==> config.mk <==
export PLATFORM = sky130hd
export DESIGN_NAME = div_seq_flat
export DESIGN_NICKNAME = d
export VERILOG_FILES = /design/src/rtl/div_seq_if.sv /design/src/rtl/div_seq.sv /design/src/flat_wrapper.sv
export SDC_FILE = /design/constraint.sdc
export NUM_CORES = 1
export LEC_CHECK = 0
export CAP_MARGIN = 10
export CELL_PAD_IN_SITES_DETAIL_PLACEMENT = 0
export CELL_PAD_IN_SITES_GLOBAL_PLACEMENT = 1
export CORE_ASPECT_RATIO = 1.25
export CORE_MARGIN = 2
export CORE_UTILIZATION = 45
export CTS_CLUSTER_DIAMETER = 40
export CTS_CLUSTER_SIZE = 12
export DETAILED_ROUTE_END_ITERATION = 10
export PLACE_DENSITY = 0.85
export SETUP_SLACK_MARGIN = 0.2
export SLEW_MARGIN = 10
export SYNTH_ARGS = -nofsm -noshare
export SYNTH_HDL_FRONTEND = slang
export SYNTH_SLANG_ARGS = --single-unit
==> constraint.sdc <==
create_clock -name clk -period 14.73 [get_ports clk]
set_input_delay 2.946 -clock clk [delete_from_list [all_inputs] [get_ports clk]]
set_output_delay 2.946 -clock clk [all_outputs]
set_load 0.005 [all_outputs]
==> src/rtl/div_seq_if.sv <==
// Request/result bundle between the EX stage and the div_seq multi-cycle divider.
// Carries the operands, the start/annul controls, the registered result and an FSM debug tap.
interface div_seq_if;
    // Handshake: EX raises start_i with stable operands and keeps it high until it
    // consumes result_o. That happens in the first cycle ready_o=1, or later while start_i
    // stays high. Dropping start_i releases the divider, which clears ready_o/result_o on
    // the next edge. annul_i cancels an in-flight division and leaves ready_o low.
    logic        signed_div_i;
    logic [31:0] opdata1_i;
    logic [31:0] opdata2_i;
    logic        start_i;
    logic        annul_i;
    logic [63:0] result_o;
    logic        ready_o;
    logic [1:0]  state_dbg;

    modport master (
        output signed_div_i, opdata1_i, opdata2_i, start_i, annul_i,
        input  result_o, ready_o, state_dbg
    );

    modport slave (
        input  signed_div_i, opdata1_i, opdata2_i, start_i, annul_i,
        output result_o, ready_o, state_dbg
    );
endinterface

==> src/rtl/div_seq.sv <==
// Radix-2 restoring DIV/DIVU sequencer, one quotient bit per cycle, result {rem, quot}.
// Optional macro DIV_EARLY_OUT_EN: skip the iterations when |dividend| < |divisor|.
module div_seq #(
    parameter int DATA_W = 32,
    parameter int CNT_W  = 6
) (
    input  logic      clk,
    input  logic      rst,
    div_seq_if.slave  bus
);

    typedef enum logic [1:0] {
        IDLE   = 2'd0,
        BYZERO = 2'd1,
        ON     = 2'd2,
        END    = 2'd3
    } state_t;

    state_t              state_q, state_d;
    logic [CNT_W-1:0]    cnt_q, cnt_d;
    logic [DATA_W-1:0]   dq_q, dq_d;     // dividend bits shift out of the MSB, quotient bits shift in at the LSB
    logic [DATA_W-1:0]   rem_q, rem_d;
    logic [DATA_W-1:0]   dvs_q, dvs_d;
    logic                q_neg_q, q_neg_d;
    logic                r_neg_q, r_neg_d;
    logic [2*DATA_W-1:0] result_q, result_d;
    logic                ready_q, ready_d;

    logic                a_neg, b_neg;
    logic [DATA_W-1:0]   a_abs, b_abs;
    logic                div_zero;
    logic                accept;
    logic [DATA_W:0]     trial;
    logic                q_bit;
    logic [DATA_W-1:0]   rem_step, dq_step;
    logic [DATA_W-1:0]   quot_fix, rem_fix;
    logic                last_iter;

`ifdef DIV_EARLY_OUT_EN
    logic                early;
    logic [2*DATA_W-1:0] short_res_q, short_res_d;
`endif

    // Operand conditioning and one restoring step, shared by the FSM and datapath.
    always_comb begin
        a_neg    = bus.signed_div_i & bus.opdata1_i[DATA_W-1];
        b_neg    = bus.signed_div_i & bus.opdata2_i[DATA_W-1];
        a_abs    = a_neg ? -bus.opdata1_i : bus.opdata1_i;
        b_abs    = b_neg ? -bus.opdata2_i : bus.opdata2_i;
        div_zero = (bus.opdata2_i == '0);
        accept   = bus.start_i & ~bus.annul_i;
`ifdef DIV_EARLY_OUT_EN
        early    = (a_abs < b_abs);
`endif
        trial     = {rem_q, dq_q[DATA_W-1]} - {1'b0, dvs_q};
        q_bit     = ~trial[DATA_W];
        rem_step  = q_bit ? trial[DATA_W-1:0] : {rem_q[DATA_W-2:0], dq_q[DATA_W-1]};
        dq_step   = {dq_q[DATA_W-2:0], q_bit};
        quot_fix  = q_neg_q ? -dq_step : dq_step;
        rem_fix   = r_neg_q ? -rem_step : rem_step;
        last_iter = (cnt_q == CNT_W'(DATA_W - 1));
    end

    // State register
    always_ff @(posedge clk) begin
        if (rst) state_q <= IDLE;
        else     state_q <= state_d;
    end

    // Next-state logic
    always_comb begin
        state_d = state_q;
        case (state_q)
            IDLE: begin
                if (accept) begin
                    if (div_zero) state_d = BYZERO;
`ifdef DIV_EARLY_OUT_EN
                    else if (early) state_d = BYZERO;
`endif
                    else state_d = ON;
                end
            end
            // BYZERO is also the one-cycle latch stage for early-out results.
            BYZERO: state_d = END;
            ON: begin
                if (bus.annul_i)    state_d = IDLE;
                else if (last_iter) state_d = END;
            end
            END: begin
                if (!bus.start_i) state_d = IDLE;
            end
            default: state_d = IDLE;
        endcase
    end

    // Output / datapath next-value logic
    always_comb begin
        cnt_d   = cnt_q;
        dq_d    = dq_q;
        rem_d   = rem_q;
        dvs_d   = dvs_q;
        q_neg_d = q_neg_q;
        r_neg_d = r_neg_q;
`ifdef DIV_EARLY_OUT_EN
        short_res_d = short_res_q;
`endif
        ready_d  = (state_d == END);
        result_d = '0;
        case (state_q)
            IDLE: begin
                if (accept) begin
                    cnt_d   = '0;
                    dq_d    = a_abs;
                    rem_d   = '0;
                    dvs_d   = b_abs;
                    q_neg_d = a_neg ^ b_neg;
                    r_neg_d = a_neg;
`ifdef DIV_EARLY_OUT_EN
                    short_res_d = (!div_zero && early) ? {bus.opdata1_i, {DATA_W{1'b0}}} : '0;
`endif
                end
            end
            BYZERO: begin
`ifdef DIV_EARLY_OUT_EN
                result_d = short_res_q;
`else
                result_d = '0;
`endif
            end
            ON: begin
                cnt_d = cnt_q + 1'b1;
                dq_d  = dq_step;
                rem_d = rem_step;
                if (!bus.annul_i && last_iter) result_d = {rem_fix, quot_fix};
            end
            END: begin
                if (bus.start_i) result_d = result_q;
            end
            default: result_d = '0;
        endcase
    end

    always_ff @(posedge clk) begin
        if (rst) begin
            cnt_q    <= '0;
            dq_q     <= '0;
            rem_q    <= '0;
            dvs_q    <= '0;
            q_neg_q  <= 1'b0;
            r_neg_q  <= 1'b0;
            result_q <= '0;
            ready_q  <= 1'b0;
        end else begin
            cnt_q    <= cnt_d;
            dq_q     <= dq_d;
            rem_q    <= rem_d;
            dvs_q    <= dvs_d;
            q_neg_q  <= q_neg_d;
            r_neg_q  <= r_neg_d;
            result_q <= result_d;
            ready_q  <= ready_d;
        end
    end

`ifdef DIV_EARLY_OUT_EN
    always_ff @(posedge clk) begin
        if (rst) short_res_q <= '0;
        else     short_res_q <= short_res_d;
    end
`endif

    assign bus.result_o  = result_q;
    assign bus.ready_o   = ready_q;
    assign bus.state_dbg = state_q;

endmodule

==> src/flat_wrapper.sv <==
// flat-port wrapper written by rule: the top's interface ports become plain ports
module div_seq_flat 
#(
    parameter int DATA_W = 32,
    parameter int CNT_W  = 6
)
  (clk, rst, bus_signed_div_i, bus_opdata1_i, bus_opdata2_i, bus_start_i, bus_annul_i, bus_result_o, bus_ready_o, bus_state_dbg);
  div_seq_if bus_i ();
  input  logic clk;
  input  logic rst;
  input wire logic [$bits(bus_i.signed_div_i)-1:0] bus_signed_div_i;
  input wire logic [$bits(bus_i.opdata1_i)-1:0] bus_opdata1_i;
  input wire logic [$bits(bus_i.opdata2_i)-1:0] bus_opdata2_i;
  input wire logic [$bits(bus_i.start_i)-1:0] bus_start_i;
  input wire logic [$bits(bus_i.annul_i)-1:0] bus_annul_i;
  output wire logic [$bits(bus_i.result_o)-1:0] bus_result_o;
  output wire logic [$bits(bus_i.ready_o)-1:0] bus_ready_o;
  output wire logic [$bits(bus_i.state_dbg)-1:0] bus_state_dbg;
  assign bus_i.signed_div_i = bus_signed_div_i;
  assign bus_i.opdata1_i = bus_opdata1_i;
  assign bus_i.opdata2_i = bus_opdata2_i;
  assign bus_i.start_i = bus_start_i;
  assign bus_i.annul_i = bus_annul_i;
  assign bus_result_o = bus_i.result_o;
  assign bus_ready_o = bus_i.ready_o;
  assign bus_state_dbg = bus_i.state_dbg;
  div_seq #(.DATA_W(DATA_W), .CNT_W(CNT_W)) u_core (.clk(clk), .rst(rst), .bus(bus_i));
endmodule
Word level (Yosys, flattened, before mapping)
Cells that the tools add are included.
{ "op_classes": {"addsub": 6, "n_mul": 0, "div": 0, "magnitude_cmp": 0, "n_eq_ne": 7, "n_shift": 0, "n_mux": 20, "bitwise": 6, "n_reduce_logical": 7} }
{ "op_table": {"columns": ["operator", "n"], "rows": [
  ["2-to-1 mux 32 bit", 7],
  ["2-to-1 mux 64 bit", 2],
  ["negation 32 bit", 4],
  ["case mux 32 bit (2 select lines)", 2],
  ["case mux 64 bit (2 select lines)", 1],
  ["subtractor 33 x 32 -> 33 bit", 1],
  ["logical NOT 32 bit", 1],
  ["case mux 6 bit (2 select lines)", 1],
  ["2-to-1 mux 2 bit", 5],
  ["case mux 2 bit (4 select lines)", 1],
  ["adder 6 x 1 -> 6 bit, second input constant", 1],
  ["equality test 2 bit, second input constant", 3],
  ["equality test 6 x 5 -> 1 bit, second input constant", 1],
  ["2-to-1 mux 6 bit", 1],
  ["AND reduction 2 bit", 2],
  ["AND 1 bit", 3],
  ["equality test 2 x 1 -> 1 bit, second input constant", 1],
  ["logical NOT 2 bit", 1],
  ["inequality test 2 x 1 -> 1 bit, second input constant", 1],
  ["inequality test 2 bit, second input constant", 1],
  ["inverter 1 bit", 2],
  ["nonzero test 2 bit", 1],
  ["logical AND 1 bit", 1],
  ["logical NOT 1 bit", 1],
  ["bitwise XOR 1 bit", 1]
]} }
{ "totals": {"regBits": 171, "latch_bits": 0, "ram_bits": 0, "rom_bits": 0, "in_bits": 69, "out_inout_bits": 67, "wordCells": 55, "n_memories": 0} }

Logic depth before layout (Yosys ltp)
Gate-level depths: netlist (run 1).
{ "logic_depth": {"word_depth": 6, "ltp_mapped": 27, "depth_no_buf": 23} }

Worst setup path before layout (run 1)
OpenSTA, ideal clock, no wires.
{ "synth_timing": {"path_kind": "register to register", "startpoint": "reg u_core.dq_q[31]", "endpoint": "reg u_core.result_q[56] (netlist: u_core.bus.result_o[56])", "setup_ns": 0.117, "t_arrival_ns": 5.271, "required_ns": 14.613, "slack_ns": 9.342, "stages_incl_launch_ff": 26, "path_buffers": 4, "synth_period_minus_slack_ns": 5.388, "path_cell_list": "dfxtp_1 > inv_1 > ha_1 > inv_1 > fa_1 > a211oi_2 > o31ai_4 > o2111ai_1 > a31oi_1 > or3_1 > and2_1 > buf_2 > buf_6 > buf_2 > buf_2 > mux2i_1 > ha_1 > inv_1 > nor4_1 > or4b_4 > or4_4 > mux2i_4 > o221ai_2 > o31ai_2 > xor2_1 > a22o_1"} }
{ "synth_via": {"elab_chain_len": 6} }
{ "synth_rtl": {"columns": ["element", "line_no", "text"], "rows": [
  ["start, declared", "div_seq.sv:21", "logic [DATA_W-1:0] dq_q, dq_d;"],
  ["start signal, assigned", "div_seq.sv:155", "dq_q <= dq_d;"],
  ["subtractor 33 x 32 -> 33 bit", "div_seq.sv:55", "trial = {rem_q, dq_q[DATA_W-1]} - {1'b0, dvs_q};"],
  ["2-to-1 mux 32 bit (*)", "div_seq.sv:57", "rem_step = q_bit ? trial[DATA_W-1:0] : {rem_q[DATA_W-2:0], dq_q[DATA_W-1]};"],
  ["negation 32 bit", "div_seq.sv:60", "rem_fix = r_neg_q ? -rem_step : rem_step;"],
  ["2-to-1 mux 32 bit (*)", "div_seq.sv:60", null],
  ["2-to-1 mux 64 bit (*)", "div_seq.sv:134", "if (!bus.annul_i && last_iter) result_d = {rem_fix, quot_fix};"],
  ["case mux 64 bit (2 select lines) (*)", "div_seq.sv:109", "case (state_q)"],
  ["end signal, assigned", "div_seq.sv:160", "result_q <= result_d;"],
  ["end, declared", "div_seq.sv:26", "logic [2*DATA_W-1:0] result_q, result_d;"]
]} }
Every way passes the cells marked *; elsewhere a longest branch is shown, timed or not.
A chain may end at the register's enable or synchronous reset.

Final worst setup path (run 1)
Same ends and word-level chain as after synthesis.

==> results of run 1 <==
-- kinds of logic after synthesis --
logic type | after synthesis | share of synthesized area
fa+ha+maj | 38 | 0.0423
simple gates | 505 | 0.205
compound gates | 446 | 0.263
flops | 171 | 0.299
mux | 38 | 0.0352
buf+inv | 151 | 0.0514
xor+xnor | 135 | 0.103
-- synth_stat cells (14+ instances only) --
cell type    n  area (um^2)
clkbuf_1    82          308
ha_1        37          463
xor2_1      75          657
nand2b_1    14         87.6
o21ai_0     66          330
o41ai_1     14          123
nand3_1     33          165
a31oi_1     30          188
nor2_1     191          717
a22oi_1     66          495
o31ai_1     17          128
inv_1       52          195
a21oi_1    107          536
mux2i_1     29          290
nor3_1      36          180
a22o_1      27          236
a211oi_1    31          233
xnor2_1     60          526
nor4_1      22          138
or3_1       17          106
dfxtp_1    171         3420
nand2_1    123          462
-- power groups by stage --
stage               Combinational (uW)  Sequential (uW)  Clock (uW)
CTS                                316              491         471
finish                             317              491         463
global route                       349              493         491
detailed placement                 315              502           0
floorplan                          224              495           0
global placement                   314              502           0
-- metal layers --
| layer | track usage | wire, um | vias to the layer above |
|---|---|---|---|
| li1 | - | - | 5526 |
| met1 | 0.297 | 14000 | 5230 |
| met2 | 0.482 | 18000 | 309 |
| met3 | 0.0325 | 1340 | 82 |
| met4 | 0.136 | 1800 | 0 |
| met5 | 0 | 0 | - |
-- sequential cells by signal (all words and copies together) (netlist names) --
register	count
u_core.bus.state_dbg	2
u_core.cnt_q	6
u_core.bus.result_o	64
u_core.dvs_q	32
u_core.q_neg_q	1
u_core.dq_q	32
u_core.r_neg_q	1
u_core.rem_q	32
u_core.bus.ready_o	1
-- layout make-up --
| cell class | count | share of cell area |
|---|---|---|
| flip-flops and latches | 171 | 0.253 |
| inverters | 53 | 0.0147 |
| clock buffers | 17 | 0.0315 |
| well taps | 335 | 0.0310 |
| multi-input cells | 1162 | 0.551 |
| clock inverters | 15 | 0.0137 |
| repair buffers | 145 | 0.105 |
-- how the worst max path moves through the flow --
stage,end,slack (ns),from
after CTS,u_core.bus.result_o[56]$_SDFFE_PP0P_,8.71,u_core.dq_q[31]$_SDFFE_PP0P_
after global placement,u_core.bus.ready_o$_SDFF_PP0_,8.53,bus_opdata2_i[3]
after detailed placement,u_core.bus.ready_o$_SDFF_PP0_,8.48,bus_opdata2_i[3]
after global routing,u_core.bus.result_o[62]$_SDFFE_PP0P_,8.22,u_core.dq_q[31]$_SDFFE_PP0P_
after floorplan,u_core.bus.result_o[56]$_SDFFE_PP0P_,9.34,u_core.dq_q[31]$_SDFFE_PP0P_
final,u_core.bus.result_o[56]$_SDFFE_PP0P_,8.67,u_core.dq_q[31]$_SDFFE_PP0P_
-- worst max-delay path, stage by stage (launching register included) --
cell and delay, ns:
dfxtp_1 0.34, inv_1 0.06, ha_1 0.16, inv_1 0.07
fa_1 0.41, a211oi_2 0.31, o31ai_4 0.15, o2111ai_1 0.26
a31oi_1 0.12, o21ai_0 0.31, and2_2 0.21, buf_4 0.67
a21oi_1 0.29, inv_1 0.12, ha_1 0.20, inv_1 0.08
nor4_1 0.27, or4b_4 0.51, or4_4 0.52, mux2i_4 0.17
o221ai_2 0.18, o31ai_2 0.24, xor2_1 0.09, a22o_1 0.18
-- stage by stage --
stage	instance area (um^2)	util	std cells
finish	13500	0.538	1898
global route	13500	0.538	1898
CTS	13500	0.538	1898
detailed placement	12900	0.514	1866
global placement	12900	0.514	1866
floorplan	11400	-	1484
==> results by stage, run 1 <==
Pwr:
- IR analysis of the VDD net gives a maximum drop of 0.0000777 V.
- The share of total power dissipated in sequential elements is 0.386.
- The proportion of total power due to net switching is 0.329.
- The analysis attributes to net switching a power of 419 uW.
- The share of total power in the clock network is 0.364.
- The power density over cell area is 94.1 nW/um^2.
- The analysis attributes to cell leakage a power of 0.00498 uW.
- The internal portion of the total power is 854 uW.
- The completed layout was analyzed and its total power is 1270 uW.
- The share of total power dissipated in combinational logic is 0.249.

Global route:
- The first global-routing pass estimated 56000 um of wire.
- The final global-route overflow total is 0.
- The via count of the first global-routing pass is 10600.
- The global-route usage over all layers is 0.262.
- The initial antenna violation count came to 0.
- Entering global routing, the biggest net connects 97 pins.

STA:
- In the final timing run, aggregate negative setup slack is 0 ns.
- The final worst clock skew is 0.0101 ns.
- The post-route worst hold slack is 0.456 ns.
- The shortest clock period the worst path allows after layout is 6.06 ns.
- The relative max-transition margin is 0.295.
- Timing would allow up to 0.165 GHz.
- The number of endpoints failing setup at the final stage is 0.
- The number of slew-limit violations in the final report is 0.
- The slew at the pin with the worst max-slew slack is 1.06 ns.
- The total count of hold-check failures in the final report was 0.
- Of the available clock period, the critical path in the final layout requires 0.412.
- The slack of the critical path is 8.67 ns.
- Setup repair after global routing left no endpoint under its margin.

Clocking:
- The CTS tree is yes.
- Buffers inserted during clock tree synthesis total 17.
- The clock insertion delay at the later pin of the skew report is 0.44 ns.
- For this design, the sink count on the clock tree is 171.
- Once the clock tree was built, the setup fixing pass inserted 0 buffers.
- The maximum root-to-sink buffer count is 2.
- The H-tree generated during clock tree synthesis spans 4 levels.
- The count of hold-fix buffers inserted at cts is 0.
- The total of cells resized after clock tree synthesis is 0.
- The clock transition time at the flip-flop clock pins of the worst setup and hold paths is 0.07 ns.
- The clock root buffer is clkbuf_16.

Synth:
- In this run, synthesis produced a sequential element count of 171.
- The fraction of registers with async set/reset is 0.
- The mean instance size in the synthesized netlist is 7.70 um^2.
- The number of library cell types mapped by synthesis is 76.
- The share of synthesized area occupied by flip-flops and latches is 0.299.
- Synthesis produced a netlist whose cell count is 1484.
- For this run, the leading register cell type out of synthesis is dfxtp_1.
- The number of enable-type register cells in the synthesized netlist is 0.
- The post-synth net total is 1591.
- The mapped cell area is 11400 um^2.
- The Yosys step of the flow raised 0 warnings.

Placed design:
- The sum of net half-perimeters after detailed placement is 26700 um.
- The count of buffers added on input and output ports is 135.
- OpenSTA, run right after detailed placement, puts the worst setup slack at 8.48 ns.
- The weighted congestion at the end of routability-driven global placement is 0.958.

Die:
- The floorplan core area is 25100 um^2.
- The total I/O pin count is 136.
- In this run the core area contains 65 standard-cell rows.
- The initial utilization of the core area, before any placement, comes to 0.455.
- The floorplan die area is 26700 um^2.
- The horizontal die dimension is 147 um.
- Measured along the y axis, the die boundary spans 182 um.

Final layout:
- The net count reported at finish is 1657.
- The top cell types in the final layout, fill and taps aside, are nor2_1, dfxtp_1, clkdlybuf4s50_1.
- The layout overhead on the synthesized area is 18.3%.
- Summing all flip-flop and latch instances after layout gives 3420 um^2.
- The leading cell type in the layout, fill and taps excluded is nor2_1.
- Summing all multi-input logic gate instances after layout gives 7450 um^2.
- The total of fill cells in the finished design is 2440.
- The share of final-layout standard cells stronger than drive strength 1 is 0.0480.
- The count of inserted antenna diode cells is 0.

Setup path:
- The worst reg-to-reg path cell count is 23.
- In this run the critical register-to-register path is launched from u_core.dq_q[31]$_SDFFE_PP0P_.
- The worst setup path is captured at a flip-flop.
- The endpoint of the most critical register-to-register path is u_core.bus.result_o[56]$_SDFFE_PP0P_.
- At the worst endpoint, the required time is 15.06 ns.
- The startpoint kind of the worst setup timing path is a flip-flop.
- The highest net fanout along the worst path is 68.
- The critical path data arrival time is 6.40 ns.
- The slack of the worst reg-to-reg path is 8.67 ns.
- The startpoint-to-endpoint class of the critical path is flip-flop to flip-flop.

Drt:
- In the routed layout, each cell is associated on average with a via count of 5.87.
- Once detail routing completed, the nets flagged for antenna violations numbered 0.
- For this block, the routed nets add up to 35200 um of wire.
- The total number of vias is 11100.
- The number of design-rule violations left by the first detailed-router iteration is 767.
- The average routed wire per standard cell is 18.5 um.
- The number of search-and-repair iterations in the first detailed-routing pass is 5.
- In the routed design, unresolved DRC markers number 0.

Min path:
- The source of the worst hold timing path is u_core.dvs_q[31]$_SDFFE_PP0P_.
- The path class of the tightest hold or removal check is flip-flop to flip-flop.
- The worst hold path terminates at u_core.dvs_q[31]$_SDFFE_PP0P_.
- The number of cells on the worst hold path is 2.

Run status:
- The flow ran to the end, and the final reports show no timing, DRC or antenna violations.

Run:
- Across the run, the number of max-cap violations was 0.
(Power assumes the default switching activity.)
==> run 2, diff against run 1 <==
- CORE_UTILIZATION: 45 -> 42
- PLACE_DENSITY: 0.85 -> 0.8
- clock period: 14.73 -> 5.6 ns (I/O delays scaled with it)
==> results by stage, run 2 (synthesis results as in run 1) <==
Run status:
- The flow ran to the end, and the final reports show no timing, DRC or antenna violations.

STA:
- Dividing the final minimum period by the clock period gives 0.910.
- Setup violations remaining at the end of the flow were counted as 0.
- The shortest clock period the worst path allows after layout is 5.09 ns.
- Setup repair after global routing left no endpoint under its margin.
- Clock skew on the completed layout was measured at 0.0110 ns.
- The total count of hold-check failures in the final report is 0.
- The post-route setup TNS is 0 ns.
- For the pin with the worst max-slew slack, the measured transition is 1.01 ns.
- The maximum operating frequency is 0.196 GHz.
- The number of slew-limit violations in the final report came to 0.
- Measured against its own limit, the worst slew margin works out to 0.323.

Placed design:
- The sum of net half-perimeters after detailed placement is 29100 um.
- The number of placed instances, taps included, is 1885.
- Input and output buffers added on the ports amount to 135.
- The weighted congestion at the end of routability-driven global placement is 0.907.

Pwr:
- The design internal power is 2260 uW.
- The net load switching power is 1130 uW.
- Of the total power, the clock network draws 0.363.
- The static leakage is 0.00502 uW.
- Of the total power, registers draw 0.381.
- The power density over cell area is 249 nW/um^2.
- Of the total power, the share spent switching nets is 0.333.
- The maximum ir drop on the vdd rail is 0.000180 V.
- The share of total power dissipated in combinational logic is 0.256.

Final layout:
- The leading cell type in the layout, fill and taps excluded is nor2_1.
- The total of fill cells in the finished design is 2704.
- The repair_antennas step left the layout with diodes totalling 0.
- The net count reported at finish is 1666.
- The post-route non-filler standard cell count is 1917.
- Leaving out fill and tap cells, the most frequent cells in the layout are nor2_1, dfxtp_1, clkdlybuf4s50_1.
- The share of final-layout standard cells stronger than drive strength 1 is 0.0566.
- The number of flip-flops under the largest register name is 64.
- The area growth from synthesis to layout is 19.3%.

Clocking:
- The maximum root-to-sink buffer count is 2.
- Counting the buffers created by CTS gives 17.
- TritonCTS built the clock tree.
- The cell sitting at the root of the clock tree is a clkbuf_16.
- The clock transition time at the flip-flop clock pins of the worst setup and hold paths is 0.07 ns.
- At the later pin of the worst-skew pair, clock insertion delay measures 0.45 ns.
- The H-tree was split into 4 levels.
- The total number of clock tree sinks is 171.

Die:
- The horizontal die dimension is 152 um.
- The height of the die is 188 um.
- The total I/O pin count is 136.
- The initialized floorplan defines 67 standard-cell rows.
- The floorplan core area is 26800 um^2.
- The initial utilization of the core area, before any placement, comes to 0.426.
- The floorplan die area is 28600 um^2.

Drt:
- In the final routed layout, each cell accounts on average for 19.6 um.
- The number of search-and-repair iterations in the first detailed-routing pass is 8.
- Dividing the detail-routed via count by the number of cells gives 5.83.
- After detailed routing, the met2 layer carries 19500 um of wire.
- The detailed router placed 11200 vias in this run.
- The number of design-rule violations left by the first detailed-router iteration is 618.
- After detailed routing, the total wire length is 37700 um.
- The detailed router put a total of 14800 um of wire on met1.
- The highest metal layer carrying signal wires in the routed design is met4.
- The amount of wire on met3 after detailed routing is 1220 um.
- The count of unresolved DRC violations after routing is 0.
- The count of nets left with antenna violations after detail routing is 0.

Global route:
- The first-pass GRT wire length is 58400 um.
- In the global route stage, overall resource usage came out at 0.263.
- The initial antenna violation count is 0.
- The final global-route overflow total is 0.
- The via count of the first global-routing pass is 10700.
- Entering global routing, the biggest net connects 65 pins.

Setup path:
- Of all nets on the critical path, the largest fanout is 8.
- The worst reg-to-reg path cell count is 21.
- The critical path data arrival time is 5.44 ns.
- The startpoint kind of the worst setup timing path is a flip-flop.
- By startpoint and endpoint, the worst setup path is classified as flip-flop to flip-flop.
- The worst endpoint required time is 5.94 ns.
- The category of the worst setup path capture point is a flip-flop.

Min path:
- The path class of the tightest hold or removal check is flip-flop to flip-flop.
- The worst hold path was traced through 2 stages.

Run:
- Max-cap violations in this run came to 0.
[run 2: cell count changes in the layout (fill, tap and decap cells not counted), sizes merged]
| cell | previous run | this run |
|---|---|---|
| inv | 59 | 56 |
| clkinvlp | 2 | 4 |
| clkbuf | 17 | 18 |
| buf | 11 | 20 |
[run 2: final cells by class]
cell class | count | area (um^2) | share of cell area
multi-input cells | 1162 | 7480 | 0.549
clock inverters | 14 | 163 | 0.0119
flip-flops and latches | 171 | 3420 | 0.251
clock buffers | 18 | 439 | 0.0322
repair buffers | 154 | 1490 | 0.109
inverters | 53 | 199 | 0.0146
well taps | 345 | 432 | 0.0317
[run 2: worst paths after layout]
| check | from | to | slack (ns) |
|---|---|---|---|
| setup reg to reg | u_core.dq_q[31]$_SDFFE_PP0P_ | u_core.bus.result_o[56]$_SDFFE_PP0P_ | 0.51 |
| hold / removal | u_core.r_neg_q$_SDFFE_PP0P_ | u_core.r_neg_q$_SDFFE_PP0P_ | 0.45 |
| hold reg to reg | u_core.r_neg_q$_SDFFE_PP0P_ | u_core.r_neg_q$_SDFFE_PP0P_ | 0.45 |
| setup / recovery | u_core.dq_q[31]$_SDFFE_PP0P_ | u_core.bus.result_o[56]$_SDFFE_PP0P_ | 0.51 |
[run 2: per-layer routing]
layer / track usage / vias to the layer above
met5: 0 / -
met4: 0.145 / 0
met3: 0.0416 / 81
met2: 0.479 / 263
met1: 0.287 / 5296
li1: - / 5537
[run 2: power groups by stage]
stage	Clock (uW)	Sequential (uW)	Combinational, uW
final	1230	1290	868
after global placement	0	1320	853
after floorplan	0	1300	588
after detailed placement	0	1320	853
after global routing	1300	1290	948
after CTS	1250	1290	855
[run 2: timing repair]
action                                  4_1_cts  5_1_grt
hold buffers                                  0        0
hold endpoints to repair                      0        0
endpoints found under the setup margin        0       10
gates resized for setup                       0       10
buffers inserted                              0        0
[run 2: through the flow]
| stage | hold WS [ns] | setup WS, ns | utilization | power [uW] | area [um^2] |
|---|---|---|---|---|---|
| 2_1_floorplan | 0.432 | 0.212 | - | 1890 | 11400 |
| 3_3_place_gp | 0.444 | 0.433 | 0.484 | 2170 | 13000 |
| 3_5_place_dp | 0.448 | 0.244 | 0.484 | 2170 | 13000 |
| 4_1_cts | 0.457 | 0.215 | 0.507 | 3400 | 13600 |
| 5_1_grt | 0.474 | 0.198 | 0.508 | 3540 | 13600 |
| 6_report | 0.454 | 0.506 | 0.508 | 3390 | 13600 |
[run 2: worst max-delay path: stages, from the launching register on]
cell and delay, ns:
dfxtp_1 0.33, inv_1 0.06, ha_1 0.16, inv_1 0.07
fa_2 0.38, a211oi_4 0.32, o31ai_4 0.14, o2111ai_2 0.21
a31oi_1 0.12, or3_1 0.37, and2_4 0.23, mux2i_4 0.20
ha_2 0.22, inv_1 0.06, nor4_1 0.25, or4b_4 0.50
or4_4 0.53, mux2i_4 0.17, o221ai_2 0.16, o31ai_2 0.23
xor2_1 0.09, a22o_1 0.18
==> run 3, diff against run 2 <==
--- a/config.mk
+++ b/config.mk
@@ -16,3 +16,3 @@
 export DETAILED_ROUTE_END_ITERATION = 10
-export PLACE_DENSITY = 0.8
+export PLACE_DENSITY = 0.86
 export SETUP_SLACK_MARGIN = 0.2
--- a/constraint.sdc
+++ b/constraint.sdc
@@ -3,2 +3,2 @@
 set_output_delay 1.12 -clock clk [all_outputs]
-set_load 0.005 [all_outputs]
+set_load 0.1 [all_outputs]
==> results by stage, run 3 (synthesis results as in run 1) <==
Pwr:
- The static leakage is 0.00500 uW.
- In this run the power spent charging and discharging nets is 1110 uW.
- Power comes to 3320 uW.
- Of the total power, the share spent switching nets is 0.334.
- VDD sags by at most 0.000179 V.
- Of the total power, registers draw 0.388.
- The relative contribution of combinational cells to total power is 0.264.
- Of the total power, the clock network draws 0.348.
- The design internal power is 2210 uW.
- The power density over cell area is 244 nW/um^2.

Setup path:
- The worst endpoint required time is 5.94 ns.
- The slack of the worst reg-to-reg path is 0.48 ns.
- The largest single stage delay on the critical path is 0.52 ns.
- The beginning of the worst register-to-register path is u_core.dq_q[31]$_SDFFE_PP0P_.
- Of all nets on the critical path, the largest fanout is 8.
- The cell that appears most often on the critical path is inv_1.
- The category of the worst setup path capture point is a flip-flop.
- In this run the critical register-to-register path is captured at u_core.bus.result_o[56]$_SDFFE_PP0P_.
- The signal on the critical path passes through inv_1 -> ha_1 -> inv_1 -> fa_2 -> a211oi_4 -> o31ai_4 -> o2111ai_2 -> a31oi_1 -> or3_1 -> and2_4 -> mux2i_2 -> ha_2 -> inv_1 -> nor4_2 -> or4b_4 -> or4_4 -> mux2i_4 -> o221ai_2 -> o31ai_2 -> xor2_1 -> a22o_1.
- Counting cells, the worst reg-to-reg path comes to 21.
- The startpoint-to-endpoint class of the critical path is flip-flop to flip-flop.
- Among all stages on the critical path, the largest delay is contributed by or4_4.
- Data arrives at the worst endpoint at 5.45 ns.
- The worst setup path is launched from a flip-flop.

STA:
- The final worst clock skew is 0.0105 ns.
- The slack of the critical path is 0.483 ns.
- Setup violations remaining at the end of the flow were counted as 0.
- The worst pin sits at a relative slew slack of 0.189.
- For the pin with the worst max-slew slack, the measured transition is 1.21 ns.
- The number of slew-limit violations in the final report came to 0.
- The worst path in the final design needs a cycle of 5.12 ns, including I/O delays and setup.
- The total count of hold-check failures in the final report is 0.
- After routing, the total negative slack on setup checks comes to 0 ns.
- The maximum operating frequency is 0.195 GHz.
- Setup repair after global routing left no endpoint under its margin.
- The share of the cycle needed by the critical path after routing is 0.914.

Final layout:
- The finished layout holds 1916 standard cells, fillers aside.
- After routing the design area is 13600 um^2.
- The number of antenna diodes in the final layout is 0.
- In the final layout, the share of cells above drive strength 1 is 0.0547.
- The net count reported at finish is 1665.
- Relative to the synthesized area, the layout overhead comes to 18.9%.
- In the layout the commonest cells are nor2_1, dfxtp_1, clkdlybuf4s50_1.
- After filler insertion, the fill cell instance count of the layout stands at 2646.
- The number of flip-flops under the largest register name is 64.
- Leaving out fill and tap cells, the most frequent cell in the layout is nor2_1.

Clocking:
- The number of levels the H-tree was split into is 4.
- After clock tree synthesis, the flow added hold-fix buffers numbering 0.
- The longest clock path from root to sink contains 2 buffers.
- TritonCTS built the clock tree.
- The clock reaches the later pin of the worst-skew pair after 0.44 ns.
- The clock root buffer is clkbuf_16.
- The clock transition time at the flip-flop clock pins of the worst setup and hold paths is 0.07 ns.
- In this run, CTS created clock tree buffers numbering 17.
- The total number of clock tree sinks is 171.

Drt:
- The final layout contains routed wiring with a total length of 36400 um.
- The first detailed-routing pass ran for 5 iterations.
- The number of design-rule violations left by the first detailed-router iteration is 785.
- The count of unresolved DRC violations after routing is 0.
- The vias per cell is 5.84.
- The count of nets left with antenna violations once routing finished came out at 0.
- After detailed routing, the average wire length per cell comes to 19.0 um.
- The routed layout has 11200 vias.

Die:
- Pin placement for this block handled 136 I/O pins.
- The horizontal die dimension is 152 um.
- The floorplan has 67 rows.
- In this run the vertical extent of the chip is 188 um.
- The floorplan core area is 26800 um^2.
- The die covers 28600 um^2.
- The initial utilization of the core area, before any placement, comes to 0.426.

Min path:
- The source of the worst hold timing path is u_core.r_neg_q$_SDFFE_PP0P_.
- The class of the worst hold path is flip-flop to flip-flop.
- The worst hold path was traced through 2 stages.
- The worst hold path terminates at u_core.r_neg_q$_SDFFE_PP0P_.

Global route:
- The global-route usage over all layers is 0.257.
- The initial antenna violation count was 0.
- The first global-routing pass estimated 57500 um of wire.
- Summed over all layers, the global routing overflow is 0.
- The via count of the first global-routing pass came to 10800.
- Entering global routing, the biggest net connects 96 pins.

Placed design:
- The minimum setup slack after placement is 0.268 ns.
- The placed instance area is 13000 um^2.
- The instance count after placement with tap cells included is 1883.
- The count of buffers added on input and output ports is 135.
- Once detailed placement completed, the half-perimeter wirelength came to 27700 um.
- The congestion estimate from routability-driven global placement came to 0.912.

Run status:
- The flow ran to the end, and the final reports show no timing, DRC or antenna violations.

Run:
- The count of maximum capacitance violations is 0.
==> run 3: worst max-delay path by stage <==
stage | from | endpoint | slack (ns) | cells after the start
2_1_floorplan | u_core.dq_q[31]$_SDFFE_PP0P_ | u_core.bus.result_o[56]$_SDFFE_PP0P_ | 0.21 | 25
3_3_place_gp | u_core.dq_q[31]$_SDFFE_PP0P_ | u_core.bus.result_o[56]$_SDFFE_PP0P_ | 0.43 | 21
3_5_place_dp | u_core.dq_q[31]$_SDFFE_PP0P_ | u_core.bus.result_o[56]$_SDFFE_PP0P_ | 0.27 | 21
4_1_cts | u_core.dq_q[31]$_SDFFE_PP0P_ | u_core.bus.result_o[56]$_SDFFE_PP0P_ | 0.24 | 21
5_1_grt | u_core.dvs_q[25]$_SDFFE_PP0P_ | u_core.bus.result_o[62]$_SDFFE_PP0P_ | 0.25 | 21
6_report | u_core.dq_q[31]$_SDFFE_PP0P_ | u_core.bus.result_o[56]$_SDFFE_PP0P_ | 0.48 | 21
==> run 3: layout make-up <==
| type | count | area, um^2 | share of cell area |
|---|---|---|---|
| flip-flops and latches | 171 | 3420 | 0.252 |
| clock inverters | 11 | 114 | 0.00838 |
| multi-input cells | 1162 | 7490 | 0.551 |
| repair buffers | 153 | 1480 | 0.109 |
| inverters | 53 | 199 | 0.0146 |
| clock buffers | 21 | 450 | 0.0331 |
| well taps | 345 | 432 | 0.0318 |
==> run 3: critical path: cells and delay by family (launching register included) <==
family                   cells  cell delay [ns]
buffers and inverters        3             0.21
adder cells (fa/ha/maj)      3             0.75
AND/OR/NAND/NOR              5             1.85
flip-flops                   1             0.33
XOR/XNOR                     1             0.09
AO/OA/AOI/OAI                7             1.40
multiplexers                 2             0.38
==> run 3: through the flow <==
step	hold slack, ns	utilization
3_3_place_gp	0.443	0.484
4_1_cts	0.458	0.505
3_5_place_dp	0.448	0.484
5_1_grt	0.476	0.507
2_1_floorplan	0.432	-
6_report	0.458	0.507
==> run 3: metal layers <==
layer,global-route usage,share of wire,up-vias
met3,0.0344,0.043,74
met1,0.315,0.42,5257
li1,-,-,5535
met2,0.444,0.49,326
met4,0.114,0.041,0
met5,0,0,-
==> run 3: timing repair <==
action / 4_1_cts / 5_1_grt
buffers inserted: 0 / 1
hold endpoints to repair: 0 / 0
resized for setup: 0 / 12
setup endpoints to repair: 0 / 10
==> run 3: power groups by stage <==
stage	registers, uW	clock network [uW]	logic [uW]
floorplan	1320	0	588
global placement	1320	0	854
detailed placement	1320	0	857
CTS	1290	1180	860
global route	1290	1230	959
finish	1290	1160	876
